### src/rtl/cjg_stack_ctrl.sv
// cjg_stack_ctrl: owns the stack pointer and sequences push/pop on a single-port stack memory.
// Build option CJG_STACK_ERR_STICKY_EN: overflow/underflow latch until reset instead of pulsing.
module cjg_stack_ctrl #(
  parameter int WIDTH = 32,
  parameter int DEPTH = 32,
  parameter int ADDRW = 5
) (
  input  logic             clk,
  input  logic             reset,
  input  logic             req_push,
  input  logic             req_pop,
  input  logic [WIDTH-1:0] push_data,
  output logic             ready,
  output logic             pop_valid,
  output logic [WIDTH-1:0] pop_data,
  output logic [ADDRW:0]   count,
  output logic             empty,
  output logic             full,
  output logic             overflow,
  output logic             underflow,
  output logic [ADDRW-1:0] mem_addr,
  output logic [WIDTH-1:0] mem_d,
  output logic             mem_push,
  output logic             mem_pop,
  input  logic [WIDTH-1:0] mem_q
);

  typedef enum logic [1:0] {
    IDLE = 2'd0,
    RD   = 2'd1,
    CAP  = 2'd2
  } state_e;

  localparam logic [ADDRW:0] DEPTH_C = (ADDRW + 1)'(DEPTH);
  localparam logic [ADDRW:0] ONE_C   = (ADDRW + 1)'(1);

  state_e           state_q;
  logic [ADDRW:0]   count_q;
  logic             pop_valid_q;
  logic [WIDTH-1:0] pop_data_q;
  logic [ADDRW-1:0] mem_addr_q;
  logic [WIDTH-1:0] mem_d_q;
  logic             mem_push_q;
  logic             mem_pop_q;
  logic             overflow_q;
  logic             underflow_q;
  logic             overflow_d;
  logic             underflow_d;

  logic             idle_s;
  logic             full_s;
  logic             empty_s;
  logic             push_acc_s;
  logic             pop_acc_s;
  logic             ovf_evt_s;
  logic             unf_evt_s;
  logic [ADDRW:0]   count_dec_s;

  assign idle_s      = (state_q == IDLE);
  assign full_s      = (count_q == DEPTH_C);
  assign empty_s     = (count_q == {(ADDRW + 1){1'b0}});
  assign count_dec_s = count_q - ONE_C;

  // A simultaneous push wins; the pop is dropped and never counts as an underflow.
  assign push_acc_s = idle_s && req_push && !full_s;
  assign pop_acc_s  = idle_s && req_pop && !req_push && !empty_s;
  assign ovf_evt_s  = idle_s && req_push && full_s;
  assign unf_evt_s  = idle_s && req_pop && !req_push && empty_s;

  // Error flag next-state: latched or single-cycle depending on build.
  always_comb begin
    overflow_d  = 1'b0;
    underflow_d = 1'b0;
`ifdef CJG_STACK_ERR_STICKY_EN
    overflow_d  = overflow_q | ovf_evt_s;
    underflow_d = underflow_q | unf_evt_s;
`else
    overflow_d  = ovf_evt_s;
    underflow_d = unf_evt_s;
`endif
  end

  // Controller FSM with all outputs registered.
  always_ff @(posedge clk) begin
    if (reset) begin
      state_q     <= IDLE;
      count_q     <= {(ADDRW + 1){1'b0}};
      pop_valid_q <= 1'b0;
      pop_data_q  <= {WIDTH{1'b0}};
      mem_addr_q  <= {ADDRW{1'b0}};
      mem_d_q     <= {WIDTH{1'b0}};
      mem_push_q  <= 1'b0;
      mem_pop_q   <= 1'b0;
      overflow_q  <= 1'b0;
      underflow_q <= 1'b0;
    end else begin
      mem_push_q  <= 1'b0;
      mem_pop_q   <= 1'b0;
      pop_valid_q <= 1'b0;
      overflow_q  <= overflow_d;
      underflow_q <= underflow_d;
      case (state_q)
        IDLE: begin
          if (push_acc_s) begin
            mem_addr_q <= count_q[ADDRW-1:0];
            mem_d_q    <= push_data;
            mem_push_q <= 1'b1;
            count_q    <= count_q + ONE_C;
          end else if (pop_acc_s) begin
            mem_addr_q <= count_dec_s[ADDRW-1:0];
            mem_pop_q  <= 1'b1;
            count_q    <= count_dec_s;
            state_q    <= RD;
          end
        end
        RD: begin
          state_q <= CAP;
        end
        CAP: begin
          pop_data_q  <= mem_q;
          pop_valid_q <= 1'b1;
          state_q     <= IDLE;
        end
        default: begin
          state_q <= IDLE;
        end
      endcase
    end
  end

  assign ready     = idle_s;
  assign count     = count_q;
  assign empty     = empty_s;
  assign full      = full_s;
  assign pop_valid = pop_valid_q;
  assign pop_data  = pop_data_q;
  assign mem_addr  = mem_addr_q;
  assign mem_d     = mem_d_q;
  assign mem_push  = mem_push_q;
  assign mem_pop   = mem_pop_q;
  assign overflow  = overflow_q;
  assign underflow = underflow_q;

endmodule

### config.mk
export PLATFORM = sky130hd
export DESIGN_NAME = cjg_stack_ctrl
export DESIGN_NICKNAME = d
export VERILOG_FILES = /design/src/rtl/cjg_stack_ctrl.sv
export SDC_FILE = /design/constraint.sdc
export NUM_CORES = 1
export LEC_CHECK = 0
export ABC_AREA = 1
export CORE_AREA = 4 4 94 96
export CTS_CLUSTER_DIAMETER = 200
export CTS_CLUSTER_SIZE = 28
export DETAILED_ROUTE_END_ITERATION = 12
export DIE_AREA = 0 0 98 100
export GPL_TIMING_DRIVEN = 0
export HOLD_SLACK_MARGIN = 0.02
export MAX_ROUTING_LAYER = met4
export PLACE_DENSITY = 0.79
export SETUP_SLACK_MARGIN = 0.4
export SYNTH_ARGS = -nofsm -noshare
export SYNTH_HDL_FRONTEND = slang
export SYNTH_SLANG_ARGS = --single-unit
### constraint.sdc
create_clock -name clk -period 2.1 [get_ports clk]
set_input_delay 0.63 -clock clk [delete_from_list [all_inputs] [get_ports clk]]
set_output_delay 0.63 -clock clk [all_outputs]
set_load 0.02 [all_outputs]
==> results by group, run 1 <==
Clock tree
  – Clock latency on the worst-skew pair: between 0.3 and 0.4 ns
  – H-tree levels: 3
  – TritonCTS clock tree: yes
  – CTS clk-pin slew, worst paths: ~0.08 ns
  – # hold bufs at CTS: 0
  – Clock sink count: 82
  – Clock buffer depth: 2
  – Clock buffer count from CTS: 9
  – Clock root cell: clkbuf_8

Placement
  – GP Congestion: around 0.93
  – Cell count after placement: ~680
  – Port bufs: 150
  – HPWL Detailed: a little over 7000 microns

Routing
  – Routed Antenna Nets: 0
  – Post-route DRC: 0
  – WL/cell: roughly 14 microns
  – DRT Wirelength: roughly 9800 microns
  – Pre-Repair DR Iteration Count: 4
  – Iteration-0 DRC Markers: between 100 and 150
  – Vias: 3388
  – Drt via density: between 4 and 5

STA
  – Final period util: around 90%
  – FMAX: 0.536 GHz
  – Final Hold Viols: 0
  – Worst Skew: 0.0140 ns
  – Final Max Tran Viols: 0
  – RSZ-0062 raised after global routing: true
  – Rel. slew slack: between 60% and 70%
  – Tmin final: between 1.5 and 2 ns
  – Worst-margin pin slew: about 0.52 ns
  – Final Setup Violations: 0

Die
  – Ports: ~150
  – Die area: around 9800 sq um
  – Starting Density: 39.8%
  – Row count: 33
  – Core ar.: 8050 sq um
  – Chip height: roughly 100 microns
  – Chip width: between 90 and 100 microns

Logic synthesis
  – Top-area cell type share of the netlist area: 51.2%
  – Cell accounting for the most synthesized area: dfxtp_1
  – Synth top area cells: dfxtp_1 51%, nor2_1 18%, o21ai_0 10%, nand2_1 3.6%, buf_6 1.8%
  – Gate Count Post-Synth: 420
  – Synth Area per Inst: approximately 7.6 sq um
  – Synthesized cell area: 3200 sq um
  – Main synth FF type: dfxtp_1
  – Most instantiated cells after synthesis: 154 x nor2_1, 82 x dfxtp_1, 67 x o21ai_0
  – Library cells used by synthesis: 23
  – Post-Syn Nets: between 400 and 500
  – Count leader, synth: nor2_1
  – Syn. warnings: 0
  – Seq cells post-synth: 82
  – Async set-reset flop share out of synthesis: 0%
  – Sequential element share of the synthesized area: between 50% and 60%
  – Number of synthesized flops with an enable pin: 0

Global routing
  – Overflow after GRT: 0
  – GR Layer Usage met2: between 30% and 40%
  – First-pass GRT wire length: between 15000 and 20000 microns
  – Most used routing layer: met2
  – Initial antenna violation count: 0
  – Total GRT Usage: between 10% and 20%
  – Vias in the first global route: around 3.2k
  – Largest net degree at the start of global routing: 15
  – GRT met3 Usage: approximately 6.5%
  – Global Route met1 Usage: 22.6%

Critical path
  – Critical Path End Type: output pin
  – Crit path launch type: register
  – Crit Path Max Fanout: 3
  – Worst Path Arrival: between 1 and 1.5 ns
  – Setup Crit Path Kind: register to output pin
  – WP data required: 1.47 ns

Layout
  – Share of cells above drive strength 1: between 15 and 20%
  – Antenna fix cells: 0
  – Area Overhead vs Synth: 63.5%
  – Post-Layout Cell Count: approximately 700
  – Final net count: roughly 670

Power
  – Tot Pwr: 0.00625 W
  – Peak VDD IR: 536 uV
  – Power Density: approximately 1200 nW/um^2
  – Lkg Pwr: roughly 2.5 nW

Hold path
  – Hold Crit Class: register to register

Run
  – Maxcap violations: 0

Status
  – Status: finished, final reports clean
==> layer usage <==
metal / vias up / wire [microns]
met4: 0 / 120
li1: 1708 / -
met1: 1519 / 4140
met5: - / 0
met2: 151 / 4680
met3: 10 / 888
==> timing repair <==
item	in CTS	in global routing
gates resized for setup	126	54
setup endpoints to repair	97	82
setup buffers	8	11
pin swaps	4	5
gates cloned	0	1
==> stage by stage <==
stage | instance area [sq um] | setup slack [ns] | TNS [ns] | util [%] | hold slack (ns)
3_5_place_dp | 4840 | -0.172 | -0.724 | 60.1 | 0.473
5_1_grt | 5240 | 0.194 | 0 | 65.1 | 0.503
3_3_place_gp | 4840 | -0.175 | -0.534 | 60.1 | 0.464
4_1_cts | 5080 | 0.181 | 0 | 63.1 | 0.485
6_report | 5240 | 0.234 | 0 | 65.1 | 0.478
2_1_floorplan | 3210 | 0.450 | 0 | - | 0.481
==> area by class of cell <==
type	instances	area, sq um
fill	729	2810
sequential	82	1660
timing repair buffer	169	1550
multi-input combinational	297	1430
clock buffer	11	151
buffer	23	151
tap	105	131
inverter	19	86.3
clock inverter	5	83.8
==> worst max-delay path, stage by stage (launching register included) <==
cell and delay [ns]:
dfxtp_4 0.36, clkinv_4 0.05, ha_4 0.17, nand2_4 0.06, nor2_4 0.12, buf_6 0.14
==> cells in the final DEF, fill, tap and decap left out, drive strengths merged, types with 3 or more instances in the layout <==
master and instances:
ha 4, nor4 3, clkbuf 26, inv 19, nand3 8, a21oi 7, nor2 158, dfxtp 82
o21ai 75, nand4 3, clkdlybuf4s50 67, clkdlybuf4s15 13, dlygate4sd2 61, nand2 36, buf 36
==> report_power, final <==
| part | switching [W] | total (W) | internal, W |
|---|---|---|---|
| registers | 0.000201 | 0.00209 | 0.00189 |
| logic | 0.00165 | 0.00287 | 0.00122 |
| clock network | 0.000555 | 0.00129 | 0.000739 |
==> sequential cells by signal (all words and copies together) (netlist names) <==
register / count
pop_valid: 1
mem_push: 1
pop_data: 32
count: 6
mem_addr: 5
mem_d: 32
overflow: 1
underflow: 1
mem_pop: 1
state_q: 2
==> kinds of logic (layout without fill, tap and decap cells) <==
logic type               after synthesis  count (layout)  synth area share, %
adder cells (fa/ha/maj)                4               4                 1.56
XOR/XNOR                               2               2                0.547
AO/OA/AOI/OAI                         83              83                 13.0
buffers and inverters                 42             227                 6.25
flip-flops                            82              82                 51.2
AND/OR/NAND/NOR                      207             208                 27.4
==> worst paths after layout <==
path / startpoint / endpoint / slack (ns) / cells after the start
max: count[0] / full / 0.23 / 5
min: mem_d[25] / mem_d[25] / 0.48 / 2
max reg2reg: count[0] / count[0] / 0.36 / 10
min reg2reg: mem_d[25] / mem_d[25] / 0.48 / 2
No activity file was read; power rests on OpenSTA's default activity.
==> inputs of run 2 (changes only) <==
--- a/config.mk
+++ b/config.mk
@@ -14,8 +14,9 @@
 export GPL_TIMING_DRIVEN = 0
 export HOLD_SLACK_MARGIN = 0.02
 export MAX_ROUTING_LAYER = met4
-export PLACE_DENSITY = 0.79
+export PLACE_DENSITY = 0.86
 export SETUP_SLACK_MARGIN = 0.4
+export SLEW_MARGIN = 20
 export SYNTH_ARGS = -nofsm -noshare
 export SYNTH_HDL_FRONTEND = slang
 export SYNTH_SLANG_ARGS = --single-unit
==> results by group, run 2 (same netlist as run 1, synthesis figures left out) <==
Layout
  – Design area: 5190 sq um (was 5240 sq um)
  – Final net count: 666 (was 673)
  – Most frequent cells in the layout: 152 x nor2_1, 76 x dfxtp_1, 66 x clkdlybuf4s50_1 (was 152 x nor2_1, 76 x dfxtp_1, 67 x clkdlybuf4s50_1)
  – Share of cells above drive strength 1: 14.2% (was 15.8%)
  – Commonest non-fill, non-tap cell in the layout: nor2_1 (unchanged)
  – Area Overhead vs Synth: 62.0% (was 63.5%)
  – Fill count: 743 (was 729)
  – Antenna fix cells: 0 (unchanged)
  – Post-Layout Cell Count: 704 (was 711)

Routing
  – WL/cell: 13.9 microns (was 13.8 microns)
  – Pre-Repair DR Iteration Count: 4 (unchanged)
  – DRT Wirelength: 9780 microns (was 9830 microns)
  – Vias: 3410 (was 3388)
  – Post-route DRC: 0 (unchanged)
  – Routed Antenna Nets: 0 (unchanged)
  – Drt via density: 4.84 (was 4.77)
  – Iteration-0 DRC Markers: 177 (was 128)

Global routing
  – First-pass GRT wire length: 15600 microns (was 15200 microns)
  – Total GRT Usage: 20.2% (was 19.7%)
  – Initial antenna violation count: 0 (unchanged)
  – Largest net degree at the start of global routing: 14 (was 15)
  – Overflow after GRT: 0 (unchanged)
  – Vias in the first global route: 3288 (was 3210)

Die
  – Ports: 151 (unchanged)
  – Core ar.: 8050 sq um (unchanged)
  – Row count: 33 (unchanged)
  – Chip width: 98 microns (unchanged)
  – Chip height: 100 microns (unchanged)
  – Starting Density: 39.8% (unchanged)
  – Die area: 9800 sq um (unchanged)

Critical path
  – Setup Crit Path Kind: register to output pin (unchanged)
  – Reg2reg setup slack: 0.51 ns (was 0.36 ns)
  – Crit path launch type: register (unchanged)
  – FF-to-FF End: count[3] (was count[0])
  – WP data required: 1.47 ns (about the same)
  – Worst r2r src: count[0] (unchanged)
  – Crit Path Max Fanout: 3 (unchanged)
  – Critical Path End Type: output pin (unchanged)
  – Reg2reg path depth: 11 (was 10)
  – Worst Path Arrival: 1.21 ns (was 1.24 ns)

STA
  – Rel. slew slack: 65.0% (was 65.5%)
  – Tmin final: 1.84 ns (was 1.87 ns)
  – RSZ-0062 raised after global routing: true (unchanged)
  – FMAX: 0.544 GHz (was 0.536 GHz)
  – Final hold slack: 0.477 ns (was 0.478 ns)
  – Final Max Tran Viols: 0 (unchanged)
  – Final Setup Violations: 0 (unchanged)
  – Worst Skew: 0.00757 ns (was 0.0140 ns)
  – Worst-margin pin slew: 0.525 ns (was 0.517 ns)
  – Final period util: 87.5% (was 88.9%)
  – Final Hold Viols: 0 (unchanged)

Clock tree
  – CTS clk-pin slew, worst paths: 0.08 ns (about the same)
  – Clock buffer depth: 2 (unchanged)
  – Clock latency on the worst-skew pair: 0.34 ns (about the same)
  – Clock root cell: clkbuf_8 (unchanged)
  – TritonCTS clock tree: yes (unchanged)
  – # hold bufs at CTS: 0 (unchanged)
  – H-tree levels: 3 (unchanged)
  – Clock sink count: 82 (unchanged)
  – Clock buffer count from CTS: 9 (unchanged)

Placement
  – Area after DPL: 4840 sq um (unchanged)
  – GP Congestion: 0.853 (was 0.931)
  – Port bufs: 150 (unchanged)
  – HPWL Detailed: 7000 microns (was 7040 microns)
  – Cell count after placement: 675 (unchanged)

Power
  – Peak VDD IR: 571 uV (was 536 uV)
  – Power Density: 1220 nW/um^2 (was 1190 nW/um^2)
  – Lkg Pwr: 2.44 nW (was 2.47 nW)
  – Tot Pwr: 0.00631 W (was 0.00625 W)

Hold path
  – HP Start: mem_d[10] (was mem_d[25])
  – Hold Crit Class: register to register (unchanged)
  – Hold path cells: 2 (unchanged)
  – Hold endpoint: mem_d[10] (was mem_d[25])

Run
  – Maxcap violations: 0 (unchanged)

Status
  – Status: finished, final reports clean (unchanged)
==> run 2: cell types whose count changed in the layout (fill, tap and decap cells not counted), sizes merged <==
cell / delta
buf: -5
bufinv: +2
clkbuf: -1
clkdlybuf4s15: +10
clkdlybuf4s50: -1
clkinvlp: -2
dlygate4sd2: -10
dlymetal6s2s: +1
nand2: -1
==> run 2: metrics by stage <==
stage	worst slack (ns)	setup TNS [ns]	utilization, %
global placement	-0.135	-0.423	60.1
floorplan	0.450	0	-
detailed placement	-0.147	-0.844	60.1
finish	0.263	0	64.5
global route	0.213	0	64.5
CTS	0.211	0	63.6
==> run 2: worst max-delay path, stage by stage (launching register included) <==
cell and delay (ns):
dfxtp_4 0.36, inv_4 0.07, ha_4 0.16, nand2_2 0.06
nor2_4 0.09, buf_6 0.12
==> run 2: worst max-delay path by stage <==
stage / startpoint / end / slack, ns / cells after the start
final: count[0] / full / 0.26 / 5
after global routing: count[0] / full / 0.21 / 5
after CTS: count[1] / empty / 0.21 / 5
after detailed placement: count[0] / empty / -0.15 / 5
after global placement: count[0] / empty / -0.14 / 5
after floorplan: count[0] / empty / 0.45 / 4
==> run 2: layer usage <==
metal	wire, microns	track usage [%]
met1	4160	24.1
met2	4590	33.1
met3	840	5.21
met4	193	7.67
met5	0	-
==> run 2: report_power, final <==
group | switching [W] | internal [W] | leakage (nW)
logic | 0.00159 | 0.00114 | 1.63
registers | 0.000199 | 0.00189 | 0.676
clock network | 0.000551 | 0.000942 | 0.134
total | 0.00234 | 0.00397 | 2.44
==> run 2: layout make-up <==
cell class | count | area [sq um] | area share, %
Sequential cell | 82 | 1660 | 32.0
Timing Repair Buffer | 163 | 1510 | 29.1
Multi-Input combinational cell | 296 | 1400 | 27.0
Buffer | 23 | 144 | 2.77
Clock buffer | 11 | 141 | 2.72
Tap cell | 105 | 131 | 2.53
Clock inverter | 5 | 125 | 2.41
Inverter | 19 | 78.8 | 1.52
==> run 2: timing repair <==
action                                  CTS  global route
cloned                                    0             0
pin swaps                                 4             5
resized for setup                       129            45
hold endpoints to repair                  0             0
buffers inserted                          8             5
endpoints found under the setup margin  118            79
==> inputs of run 3 (changes only) <==
--- a/config.mk
+++ b/config.mk
@@ -6,15 +6,16 @@
 export NUM_CORES = 1
 export LEC_CHECK = 0
 export ABC_AREA = 1
-export CORE_AREA = 4 4 94 96
+export CORE_AREA = 4 4 93 95
+export CTS_BUF_LIST = sky130_fd_sc_hd__clkbuf_2 sky130_fd_sc_hd__clkbuf_4 sky130_fd_sc_hd__clkbuf_8
 export CTS_CLUSTER_DIAMETER = 200
 export CTS_CLUSTER_SIZE = 28
 export DETAILED_ROUTE_END_ITERATION = 12
-export DIE_AREA = 0 0 98 100
+export DIE_AREA = 0 0 97 99
 export GPL_TIMING_DRIVEN = 0
 export HOLD_SLACK_MARGIN = 0.02
 export MAX_ROUTING_LAYER = met4
-export PLACE_DENSITY = 0.86
+export PLACE_DENSITY = 0.87
 export SETUP_SLACK_MARGIN = 0.4
 export SLEW_MARGIN = 20
 export SYNTH_ARGS = -nofsm -noshare
==> results by group, run 3 (same netlist as run 1, synthesis figures left out) <==
Layout
  – Final net count: 674 (was 666)
  – Most frequent cells in the layout: 153 x nor2_1, 76 x dfxtp_1, 67 x clkdlybuf4s50_1 (was 152 x nor2_1, 76 x dfxtp_1, 66 x clkdlybuf4s50_1)
  – Share of cells above drive strength 1: 15.7% (was 14.2%)
  – Area Overhead vs Synth: 62.0% (about the same)
  – Antenna fix cells: 0 (unchanged)
  – Commonest non-fill, non-tap cell in the layout: nor2_1 (unchanged)
  – Design area: 5190 sq um (about the same)
  – Fill count: 663 (was 743)

Status
  – Status: finished, final reports clean (unchanged)

Global routing
  – Total GRT Usage: 20.5% (was 20.2%)
  – Initial antenna violation count: 0 (unchanged)
  – Overflow after GRT: 0 (unchanged)
  – Largest net degree at the start of global routing: 14 (unchanged)
  – First-pass GRT wire length: 15600 microns (about the same)
  – Vias in the first global route: 3260 (was 3288)

Routing
  – Pre-Repair DR Iteration Count: 5 (was 4)
  – Routed Antenna Nets: 0 (unchanged)
  – Vias: 3372 (was 3410)
  – Iteration-0 DRC Markers: 126 (was 177)
  – Post-route DRC: 0 (unchanged)
  – WL/cell: 13.8 microns (was 13.9 microns)
  – Drt via density: 4.76 (was 4.84)
  – DRT Wirelength: 9800 microns (was 9780 microns)

Placement
  – Area after DPL: 4840 sq um (about the same)
  – Port bufs: 150 (unchanged)
  – HPWL Detailed: 6990 microns (was 7000 microns)
  – GP Congestion: 0.918 (was 0.853)

Critical path
  – WP data required: 1.47 ns (about the same)
  – Crit Path Max Fanout: 3 (unchanged)
  – Crit-path max cell delay: 0.33 ns (was 0.36 ns)
  – Delay-heaviest family, CP: flip-flops (unchanged)
  – CP cell instances: buf_6 -> nor2_8 -> nand4_4 -> inv_2 -> buf_4 (was inv_4 -> ha_4 -> nand2_2 -> nor2_4 -> buf_6)
  – Crit path launch type: register (unchanged)
  – Crit path buffers/inverters: 3 (was 2)
  – Slowest CP cell: dfxtp_2 (was dfxtp_4)
  – Setup Crit Path Kind: register to output pin (unchanged)
  – Worst Path Arrival: 1.22 ns (was 1.21 ns)
  – Critical Path End Type: output pin (unchanged)

Die
  – Core ar.: 7730 sq um (was 8050 sq um)
  – Die area: 9600 sq um (was 9800 sq um)
  – Chip height: 99 microns (was 100 microns)
  – Starting Density: 41.5% (was 39.8%)
  – Row count: 32 (was 33)
  – Chip width: 97 microns (was 98 microns)
  – Ports: 151 (unchanged)

STA
  – Final period util: 88.0% (was 87.5%)
  – Tmin final: 1.85 ns (was 1.84 ns)
  – Worst-margin pin slew: 0.531 ns (was 0.525 ns)
  – Final Hold Viols: 0 (unchanged)
  – RSZ-0062 raised after global routing: true (unchanged)
  – Final Setup Violations: 0 (unchanged)
  – Setup tns final: 0 ns (unchanged)
  – Final hold slack: 0.480 ns (was 0.477 ns)
  – Rel. slew slack: 64.6% (was 65.0%)
  – Worst Skew: 0.0103 ns (was 0.00757 ns)
  – FMAX: 0.541 GHz (was 0.544 GHz)
  – Final Max Tran Viols: 0 (unchanged)

Clock tree
  – Clock sink count: 82 (unchanged)
  – Clock buffer count from CTS: 9 (unchanged)
  – Clock buffer depth: 2 (unchanged)
  – Clock root cell: clkbuf_8 (unchanged)
  – CTS clk-pin slew, worst paths: 0.08 ns (about the same)
  – H-tree levels: 3 (unchanged)
  – TritonCTS clock tree: yes (unchanged)
  – Clock latency on the worst-skew pair: 0.35 ns (was 0.34 ns)

Power
  – Peak VDD IR: 477 uV (was 571 uV)
  – Power Density: 1150 nW/um^2 (was 1220 nW/um^2)
  – Lkg Pwr: 2.43 nW (was 2.44 nW)

Hold path
  – Hold Crit Class: register to register (unchanged)

Run
  – Maxcap violations: 0 (unchanged)
run 3: cell count changes in the layout (fill, tap and decap cells not counted), moves of 3 or more:
cell,previous run,this run
clkdlybuf4s15_1,21,24
buf_4,15,25
buf_6,8,5
dlygate4sd2_1,51,47
buf_2,7,3
bufinv_16,4,0
run 3: layout make-up:
class / count / area [sq um] / area share [%]
flip-flops and latches: 82 / 1660 / 32.0
repair buffers: 171 / 1590 / 30.6
multi-input cells: 296 / 1410 / 27.2
plain buffers: 23 / 156 / 3.01
clock buffers: 10 / 138 / 2.65
well taps: 102 / 128 / 2.46
inverters: 19 / 78.8 / 1.52
clock inverters: 5 / 31.3 / 0.603
run 3: power breakdown:
group | total [W] | internal (W) | switching (W)
registers | 0.00210 | 0.00189 | 0.000203
clock network | 0.000992 | 0.000451 | 0.000542
logic | 0.00287 | 0.00124 | 0.00163
total | 0.00596 | 0.00358 | 0.00238
run 3: final timing paths:
path / slack (ns) / cells after the start / from / to
min reg2reg: 0.48 / 2 / mem_d[14] / mem_d[14]
max: 0.25 / 5 / count[2] / empty
min: 0.48 / 2 / mem_d[14] / mem_d[14]
max reg2reg: 0.35 / 10 / count[1] / count[0]
run 3: tightest hold or removal path, delay by kind of cell, from the launching register on:
kind | cells | cell delay [ns]
flops | 1 | 0.32
simple gates | 2 | 0.12
run 3: repair_timing:
action,CTS,global route
buffers inserted,8,12
pin swaps,4,8
endpoints found under the setup margin,118,78
resized for setup,131,58
hold endpoints to repair,0,0
cloned,0,1
hold buffers,0,0
run 3: layer usage:
metal  track usage (%)  up-vias  share of wire, %
met1              24.1     1523                43
met4              7.13        0               1.2
met2              33.8      133                48
met5                 -        -                 0
li1                  -     1702                 -
met3              5.52       14               7.5
run 3: through the flow:
step,instances,utilization (%),power [W],setup WS [ns]
6_report,708,67.2,0.00596,0.252
2_1_floorplan,420,-,0.00363,0.450
4_1_cts,695,65.1,0.00574,0.183
5_1_grt,708,67.2,0.00637,0.203
3_5_place_dp,672,62.6,0.00472,-0.168
3_3_place_gp,672,62.6,0.00466,-0.152
